**src/rtl/control_fsm.sv**
```systemverilog
// control_fsm
//    Main control unit for a small multi-cycle MIPS-style datapath. Each
//    instruction walks FETCH -> DECODE -> EXECUTE and then, depending on its
//    class, MEM and/or WB before it retires. Every output is a Moore decode of
//    the state register and the opcode latched when FETCH is left, so no input
//    has a combinational path to an output.
//
// Ports
//    c_clk           rising-edge clock
//    c_rst           asynchronous active-low reset
//    c_i_en          run enable, sampled in IDLE and at retirement
//    c_i_opcode      6-bit opcode from decode, captured on the edge leaving FETCH
//    c_i_mem_ready   data memory has completed the access (held in MEM until 1)
//    c_o_ce          fetch clock-enable, high for the single FETCH cycle
//    c_o_RegDst .. c_o_MemtoReg   datapath controls
//    c_o_state       current state encoding (IDLE=0 .. TRAP=6)
//    c_o_illegal     trap flag, high while in TRAP
//    c_o_instr_cnt   16-bit wrapping retired-instruction count
//
// Build option
//    CONTROL_ILLEGAL_TRAP_EN  when defined, an unrecognised opcode parks the FSM
//                             in TRAP until reset; otherwise it retires as a NOP.

module control_fsm (
    input  logic        c_clk,
    input  logic        c_rst,
    input  logic        c_i_en,
    input  logic [5:0]  c_i_opcode,
    input  logic        c_i_mem_ready,
    output logic        c_o_ce,
    output logic        c_o_RegDst,
    output logic        c_o_RegWrite,
    output logic        c_o_ALUSrc,
    output logic        c_o_Branch,
    output logic        c_o_MemRead,
    output logic        c_o_MemWrite,
    output logic        c_o_MemtoReg,
    output logic [2:0]  c_o_state,
    output logic        c_o_illegal,
    output logic [15:0] c_o_instr_cnt
);

    typedef enum logic [2:0] {
        IDLE    = 3'd0,
        FETCH   = 3'd1,
        DECODE  = 3'd2,
        EXECUTE = 3'd3,
        MEM     = 3'd4,
        WB      = 3'd5,
        TRAP    = 3'd6
    } state_e;

    localparam logic [5:0] OP_RTYPE = 6'h00;
    localparam logic [5:0] OP_LW    = 6'h23;
    localparam logic [5:0] OP_SW    = 6'h2B;
    localparam logic [5:0] OP_BEQ   = 6'h04;
    localparam logic [5:0] OP_ADDI  = 6'h08;
    localparam logic [5:0] OP_SLTI  = 6'h0A;
    localparam logic [5:0] OP_ANDI  = 6'h0C;
    localparam logic [5:0] OP_ORI   = 6'h0D;

    state_e      state_q;
    state_e      state_d;
    logic [5:0]  opcode_q;
    logic [15:0] instrCnt_q;
    logic        retire;

    logic        isRtype;
    logic        isLw;
    logic        isSw;
    logic        isBeq;
    logic        isIalu;
    logic        isKnown;
    logic        useImm;

    // Classify the latched opcode. Everything downstream (sequencing and
    // output decode) looks only at these flags, never at the live input.
    always_comb begin
        isRtype = (opcode_q == OP_RTYPE);
        isLw    = (opcode_q == OP_LW);
        isSw    = (opcode_q == OP_SW);
        isBeq   = (opcode_q == OP_BEQ);
        isIalu  = (opcode_q == OP_ADDI) || (opcode_q == OP_SLTI) ||
                  (opcode_q == OP_ANDI) || (opcode_q == OP_ORI);
        isKnown = isRtype || isLw || isSw || isBeq || isIalu;
        useImm  = isLw || isSw || isIalu;
    end

    // State register. Reset drops straight to IDLE, which also kills any
    // MemWrite in flight since the controls are decoded from this register.
    always_ff @(posedge c_clk or negedge c_rst) begin
        if (!c_rst) begin
            state_q <= IDLE;
        end else begin
            state_q <= state_d;
        end
    end

    // Opcode capture. FETCH always advances to DECODE, so sampling while in
    // FETCH is the edge that leaves FETCH; the value then holds until the
    // next instruction is fetched.
    always_ff @(posedge c_clk or negedge c_rst) begin
        if (!c_rst) begin
            opcode_q <= OP_RTYPE;
        end else if (state_q == FETCH) begin
            opcode_q <= c_i_opcode;
        end
    end

    // Retired-instruction counter, wraps naturally at 16 bits. A reset
    // mid-instruction clears it before that instruction can retire.
    always_ff @(posedge c_clk or negedge c_rst) begin
        if (!c_rst) begin
            instrCnt_q <= 16'h0000;
        end else if (retire) begin
            instrCnt_q <= instrCnt_q + 16'd1;
        end
    end

    // Next-state logic. Each instruction class ends in a different state;
    // whichever state is final raises 'retire', and the common retirement
    // rule then picks FETCH or IDLE from c_i_en. The enable is deliberately
    // ignored everywhere else so a mid-instruction drop still completes.
    always_comb begin
        state_d = state_q;
        retire  = 1'b0;
        case (state_q)
            IDLE: begin
                if (c_i_en) begin
                    state_d = FETCH;
                end
            end
            FETCH: begin
                state_d = DECODE;
            end
            DECODE: begin
                if (isKnown) begin
                    state_d = EXECUTE;
                end else begin
`ifdef CONTROL_ILLEGAL_TRAP_EN
                    state_d = TRAP;
`else
                    retire  = 1'b1;
`endif
                end
            end
            EXECUTE: begin
                if (isBeq) begin
                    retire = 1'b1;
                end else if (isLw || isSw) begin
                    state_d = MEM;
                end else begin
                    state_d = WB;
                end
            end
            MEM: begin
                if (c_i_mem_ready) begin
                    if (isLw) begin
                        state_d = WB;
                    end else begin
                        retire = 1'b1;
                    end
                end
            end
            WB: begin
                retire = 1'b1;
            end
            TRAP: begin
                state_d = TRAP;
            end
            default: begin
                state_d = IDLE;
            end
        endcase

        if (retire) begin
            state_d = c_i_en ? FETCH : IDLE;
        end
    end

    // Moore output decode. Controls default low, which covers IDLE, DECODE
    // and TRAP; only MEM can be reached by LW/SW, so MemRead/MemWrite need
    // no further qualification there.
    always_comb begin
        c_o_ce        = 1'b0;
        c_o_RegDst    = 1'b0;
        c_o_RegWrite  = 1'b0;
        c_o_ALUSrc    = 1'b0;
        c_o_Branch    = 1'b0;
        c_o_MemRead   = 1'b0;
        c_o_MemWrite  = 1'b0;
        c_o_MemtoReg  = 1'b0;
        c_o_state     = state_q;
        c_o_illegal   = (state_q == TRAP);
        c_o_instr_cnt = instrCnt_q;
        case (state_q)
            FETCH: begin
                c_o_ce = 1'b1;
            end
            EXECUTE: begin
                c_o_ALUSrc = useImm;
                c_o_Branch = isBeq;
            end
            MEM: begin
                c_o_ALUSrc   = useImm;
                c_o_MemRead  = isLw;
                c_o_MemWrite = isSw;
            end
            WB: begin
                c_o_ALUSrc   = useImm;
                c_o_RegWrite = 1'b1;
                c_o_RegDst   = isRtype;
                c_o_MemtoReg = isLw;
            end
            default: begin
            end
        endcase
    end

endmodule

```
**config.mk**
```make
export PLATFORM = sky130hd
export DESIGN_NAME = control_fsm
export DESIGN_NICKNAME = d
export VERILOG_FILES = /design/src/rtl/control_fsm.sv
export SDC_FILE = /design/constraint.sdc
export NUM_CORES = 1
export LEC_CHECK = 0
export BUFFER_PORTS_ARGS = -buffer_cell sky130_fd_sc_hd__buf_2
export CAP_MARGIN = 20
export CORE_UTILIZATION = 52
export DETAILED_ROUTE_END_ITERATION = 12
export PLACE_DENSITY = 0.81
export SLEW_MARGIN = 20
export SYNTH_ARGS = -nofsm -noshare
export SYNTH_HDL_FRONTEND = slang
export SYNTH_SLANG_ARGS = --single-unit
```
**constraint.sdc**
```tcl
create_clock -name c_clk -period 2.7 [get_ports c_clk]
set_input_delay 0.405 -clock c_clk [delete_from_list [all_inputs] [get_ports c_clk]]
set_output_delay 0.405 -clock c_clk [all_outputs]
set_load 0.02 [all_outputs]
```
# Word level (Yosys, flattened, before mapping)
# Index checks and enable logic that the tools add are counted.
[op_classes]
reduce_logical = 13
n_eq_ne = 19
muxes = 22
addsub = 1
[op_table]
columns = ["cell", "n"]
rows = [
  ["$eq 6x4->1 const B", 4],
  ["$pmux 3 s7", 1],
  ["$mux 3", 6],
  ["$add 16x1->16 const B", 1],
  ["$ne 3x3->1 const B", 5],
  ["$mux 1", 14],
  ["$eq 6x6->1 const B", 2],
  ["$eq 3x3->1 const B", 3],
  ["$logic_or 1x1->1", 9],
  ["$eq 3x2->1 const B", 2],
  ["$eq 6x3->1 const B", 1],
  ["$logic_not 6->1", 1],
  ["$reduce_and 6->1", 1],
  ["$pmux 1 s4", 1],
  ["$eq 3x1->1 const B", 1],
  ["$logic_not 3->1", 1],
  ["$reduce_or 3->1", 1],
  ["$ne 2x2->1 const B", 1],
]
[word_totals]
register_bits = 25
out_inout_bits = 28
wordCells = 58

# Longest topological paths before layout
[depth]
ltp_word = 9
ltp_mapped = 8

# Least setup slack after synthesis
# OpenSTA, ideal clock, no wires.
[synth_path]
path_kind = "reg2reg"
startpoint = "register state_q[1] (netlist: c_o_state[1])"
endpoint = "register state_q[0] (netlist: c_o_state[0])"
arrival_time_ns = 2.096
path_slack_ns = 0.509
setup_time_ns = 0.095
stages_incl_launch_ff = 9
cell_sequence = "dfrtp_1 > clkbuf_1 > inv_1 > ha_1 > clkbuf_1 > and3b_1 > a221oi_1 > a21oi_1 > o31ai_1"
[synth_via]
elab_chain_len = 4
[synth_lines]
columns = ["item", "line", "rtl"]
rows = [
  ["start, declared", "62", "state_e state_q;"],
  ["start signal, assigned", "95", "state_q <= state_d;"],
  ["$eq 3x3->1 / $eq 3x2->1 (equally long branches)", "127", "case (state_q)"],
  ["$pmux 1 s4", "127", ""],
  ["$ne 3x3->1 (no line) / $ne 2x2->1 (equally long branches)", "-", ""],
  ["$reduce_and 6->1 (no line)", "-", ""],
]
# Several ways; a longest one is shown, not always the timed one.
# A chain may end at the register's enable or synchronous reset.

# Worst setup path after layout
[layout_path]
startpoint = "register opcode_q[2]"
endpoint = "output c_o_ALUSrc"
[layout_via]
elab_chain_len = 6
[layout_lines]
columns = ["item", "line", "rtl"]
rows = [
  ["start, declared", "64", "logic [5:0] opcode_q;"],
  ["start signal, assigned", "106", "opcode_q <= c_i_opcode;"],
  ["$eq 6x4->1", "83", "isIalu = (opcode_q == OP_ADDI) || (opcode_q == OP_SLTI) ||"],
  ["$logic_or 1x1->1 (2 in a row)", "83", ""],
  ["$logic_or 1x1->1", "84", "(opcode_q == OP_ANDI) || (opcode_q == OP_ORI);"],
  ["$logic_or 1x1->1 *", "86", "useImm = isLw || isSw || isIalu;"],
  ["$mux 1 *", "196", "case (state_q)"],
  ["end, declared", "33", "output logic c_o_ALUSrc,"],
]
# Mark *: on every way between the ends. The rest lies on a longest branch, timed or not.

==> flow_summary_export.csv <==
group,metric,value,unit
cts,clock_latency,310,ps
power_and_ir_drop,power,0.549,mW
cts,cts_buffers,3,
layout,final_common_cell,"buf_2",
power_and_ir_drop,p_leak,0.870,nW
drt,wl_met2,1580,um
worst_setup_path,cp.arrival,1990,ps
grt,grt_max_degree,26,
place,place_hpwl,2350,um
logic_synthesis,async_flop_share,100,%
logic_synthesis,synth_seq_cells,25,
logic_synthesis,synth.distinct_cells,43,
floorplan,ioPinCount,38,
floorplan,start_util,54.9,%
logic_synthesis,yosys.area_share.adder,2.50,%
drt,via_per_inst,5.97,
logic_synthesis,synth-simple-area-share,25.6,%
layout,drive_gt1_share,32.6,%
logic_synthesis,synth_top_family_by_area,"simple AND/OR/NAND/NOR gates",
cts,cts_hold_buf,0,
floorplan,coreArea,2730,um2
layout,layout_common_cells,"37 x buf_2, 25 x dfrtp_1, 14 x xnor2_1",
drt,met1_length,1420,um
cts,ctsHtreeMaxLevel,1,
layout,area_growth,13.7,%
worst_setup_path,required,2300,ps
logic_synthesis,synth_compound_area_share,10.3,%
grt,grt_pass1_vias,1184,
grt,grt_pass1_wl,5480,um
floorplan,fp.dieW,55.7,um
drt,first_pass_iters,5,
place,pre_cts_slack,436,ps
worst_setup_path,crit_fanout,10,
sta,hold_violations,0,
place,routabilityCongestion,0.894,
sta,tns,0,ps
layout,final_area,1710,um2
sta,setup_viol,0,
worst_hold_path,hold_class,"in2async",
sta,slew_violations,0,
drt,ant_nets,0,
sta,setup_slack,300,ps
sta,worst_slew_pin_slew,533,ps
cts,clk_pin_slew,130,ps
logic_synthesis,ys_warn_count,0,
grt,track_usage,22.2,%
drt,drt_iter0_markers,63,
floorplan,die_area,3110,um2
logic_synthesis,synth-edff-count,0,
cts,root_buffer,"clkbuf_4",
drt,routed-wl-met3,113,um
drt,vias,1229,
sta,finalCritPeriodShare,88.9,%
cts,cts_num_sinks,25,
logic_synthesis,syn_nets,154,
place,io_buffers,37,
logic_synthesis,avgSynthCellArea,10.6,um2
logic_synthesis,synthMuxAreaShare,6.17,%
floorplan,fp.dieH,55.7,um
worst_setup_path,endpoint_kind,"output port",
worst_setup_path,worstSetupStartpointType,"flop",
floorplan,row_count,19,
place,placed_cell_area,1680,um2
drt,top_layer,"met4",
power_and_ir_drop,ir_worst_vdd,0.000249,V
grt,antenna_found_initial,0,
cts,ctsResizeCount,0,
logic_synthesis,syn_area,1500,um2
worst_setup_path,critPathKind,"reg2out",
logic_synthesis,ys_seq_area_share,41.7,%
grt,grt.overflow.total,0,
sta,slew_headroom,64.5,%
logic_synthesis,synth_ff_type,"dfrtp_1",
cts,postCtsSetupRepairBufs,0,
logic_synthesis,synthCells,141,
layout,diodes,0,
sta,period_minus_slack,2400,ps
outcome,outcome,"finished clean",
sta,rsz0062_at_grt,"no",
drt,drc_errors,0,
cts,tritoncts,"yes",
power_and_ir_drop,power_density,321,nW/um2
layout,nNetsFinal,189,
sta,skew,6.93,ps
drt,wire_per_inst,15.3,um
sta,max_freq,417,MHz
drt,drt-total-wl,3160,um
layout,nFillCells,224,
job,cap_violations,0,
logic_synthesis,synth_xor_xnor_area_share,8.75,%
cts,cts_buffer_depth,2,
==> critical path, stage by stage (launching register included) <==
cell and delay, ps:
dfrtp_1 540, or4bb_1 590, a31oi_4 220, o21a_1 170, buf_2 160
==> flip-flops by register name, indices dropped and copies added, names as in the netlist <==
register and flops:
opcode_q 6, c_o_instr_cnt 16, c_o_state 3
==> synthesized netlist by cell type, drive strengths merged (2+ instances only) <==
master	n	area, um2
dfrtp	25	626
xnor2	14	123
and3	9	56.3
nand3	9	45.0
nand4	9	56.3
mux2	7	82.6
buf	6	48.8
nor3	5	25.0
and2	4	27.5
inv	4	15.0
nor2	4	15.0
and4	3	26.3
clkbuf	3	11.3
ha	3	37.5
nand2	3	11.3
o211ai	3	46.3
a21oi	2	10.0
nand4b	2	17.5
nor2b	2	12.5
nor4	2	12.5
o21ai	2	10.0
o31ai	2	15.0
or3	2	12.5
==> logic make-up after synthesis <==
kind of cell	after synthesis
simple gates	61
flops	25
compound gates	16
xor+xnor	15
buf+inv	13
mux	8
fa+ha+maj	3
==> worst paths after layout <==
check | from | endpoint | slack (ps) | cells after the start
worst max-delay path | opcode_q[2]$_DFFE_PN0P_ | c_o_ALUSrc | 300 | 4
worst min-delay path | c_rst | opcode_q[1]$_DFFE_PN0P_ | 60 | 1
worst max register to register | opcode_q[4]$_DFFE_PN0P_ | c_o_instr_cnt[1]$_DFFE_PN0P_ | 410 | 5
worst min register to register | c_o_instr_cnt[15]$_DFFE_PN0P_ | c_o_instr_cnt[15]$_DFFE_PN0P_ | 490 | 1
max in group asynchronous | c_rst | c_o_instr_cnt[4]$_DFFE_PN0P_ | 2280 | 1
min in group c_clk | c_i_opcode[2] | opcode_q[2]$_DFFE_PN0P_ | 320 | 2
==> stage by stage <==
step	util, %	cells	hold slack, ps
2_1_floorplan	-	141	109
4_1_cts	62.4	206	83.6
6_report	62.4	206	61.0
5_1_grt	62.4	206	87.7
3_3_place_gp	61.5	202	416
3_5_place_dp	61.5	202	427
==> where the power goes <==
part	switching (mW)	internal (mW)
sequential	0	0.374
clock	0.103	0.0576
combinational	0.00900	0.00496
==> layout make-up <==
type / count / area (um2) / share of cell area [%]
clock buffers: 4 / 26.3 / 1.54
multi-input cells: 103 / 801 / 46.9
flip-flops and latches: 25 / 626 / 36.7
well taps: 31 / 38.8 / 2.27
inverters: 4 / 15.0 / 0.880
repair buffers: 39 / 200 / 11.7
==> per-layer routing <==
| layer | vias to the layer above | global-route usage [%] |
|---|---|---|
| met5 | - | 0 |
| met1 | 601 | 30.6 |
| li1 | 590 | - |
| met3 | 6 | 3.26 |
| met4 | 0 | 7.14 |
| met2 | 32 | 36.1 |
(Power assumes the default switching activity.)
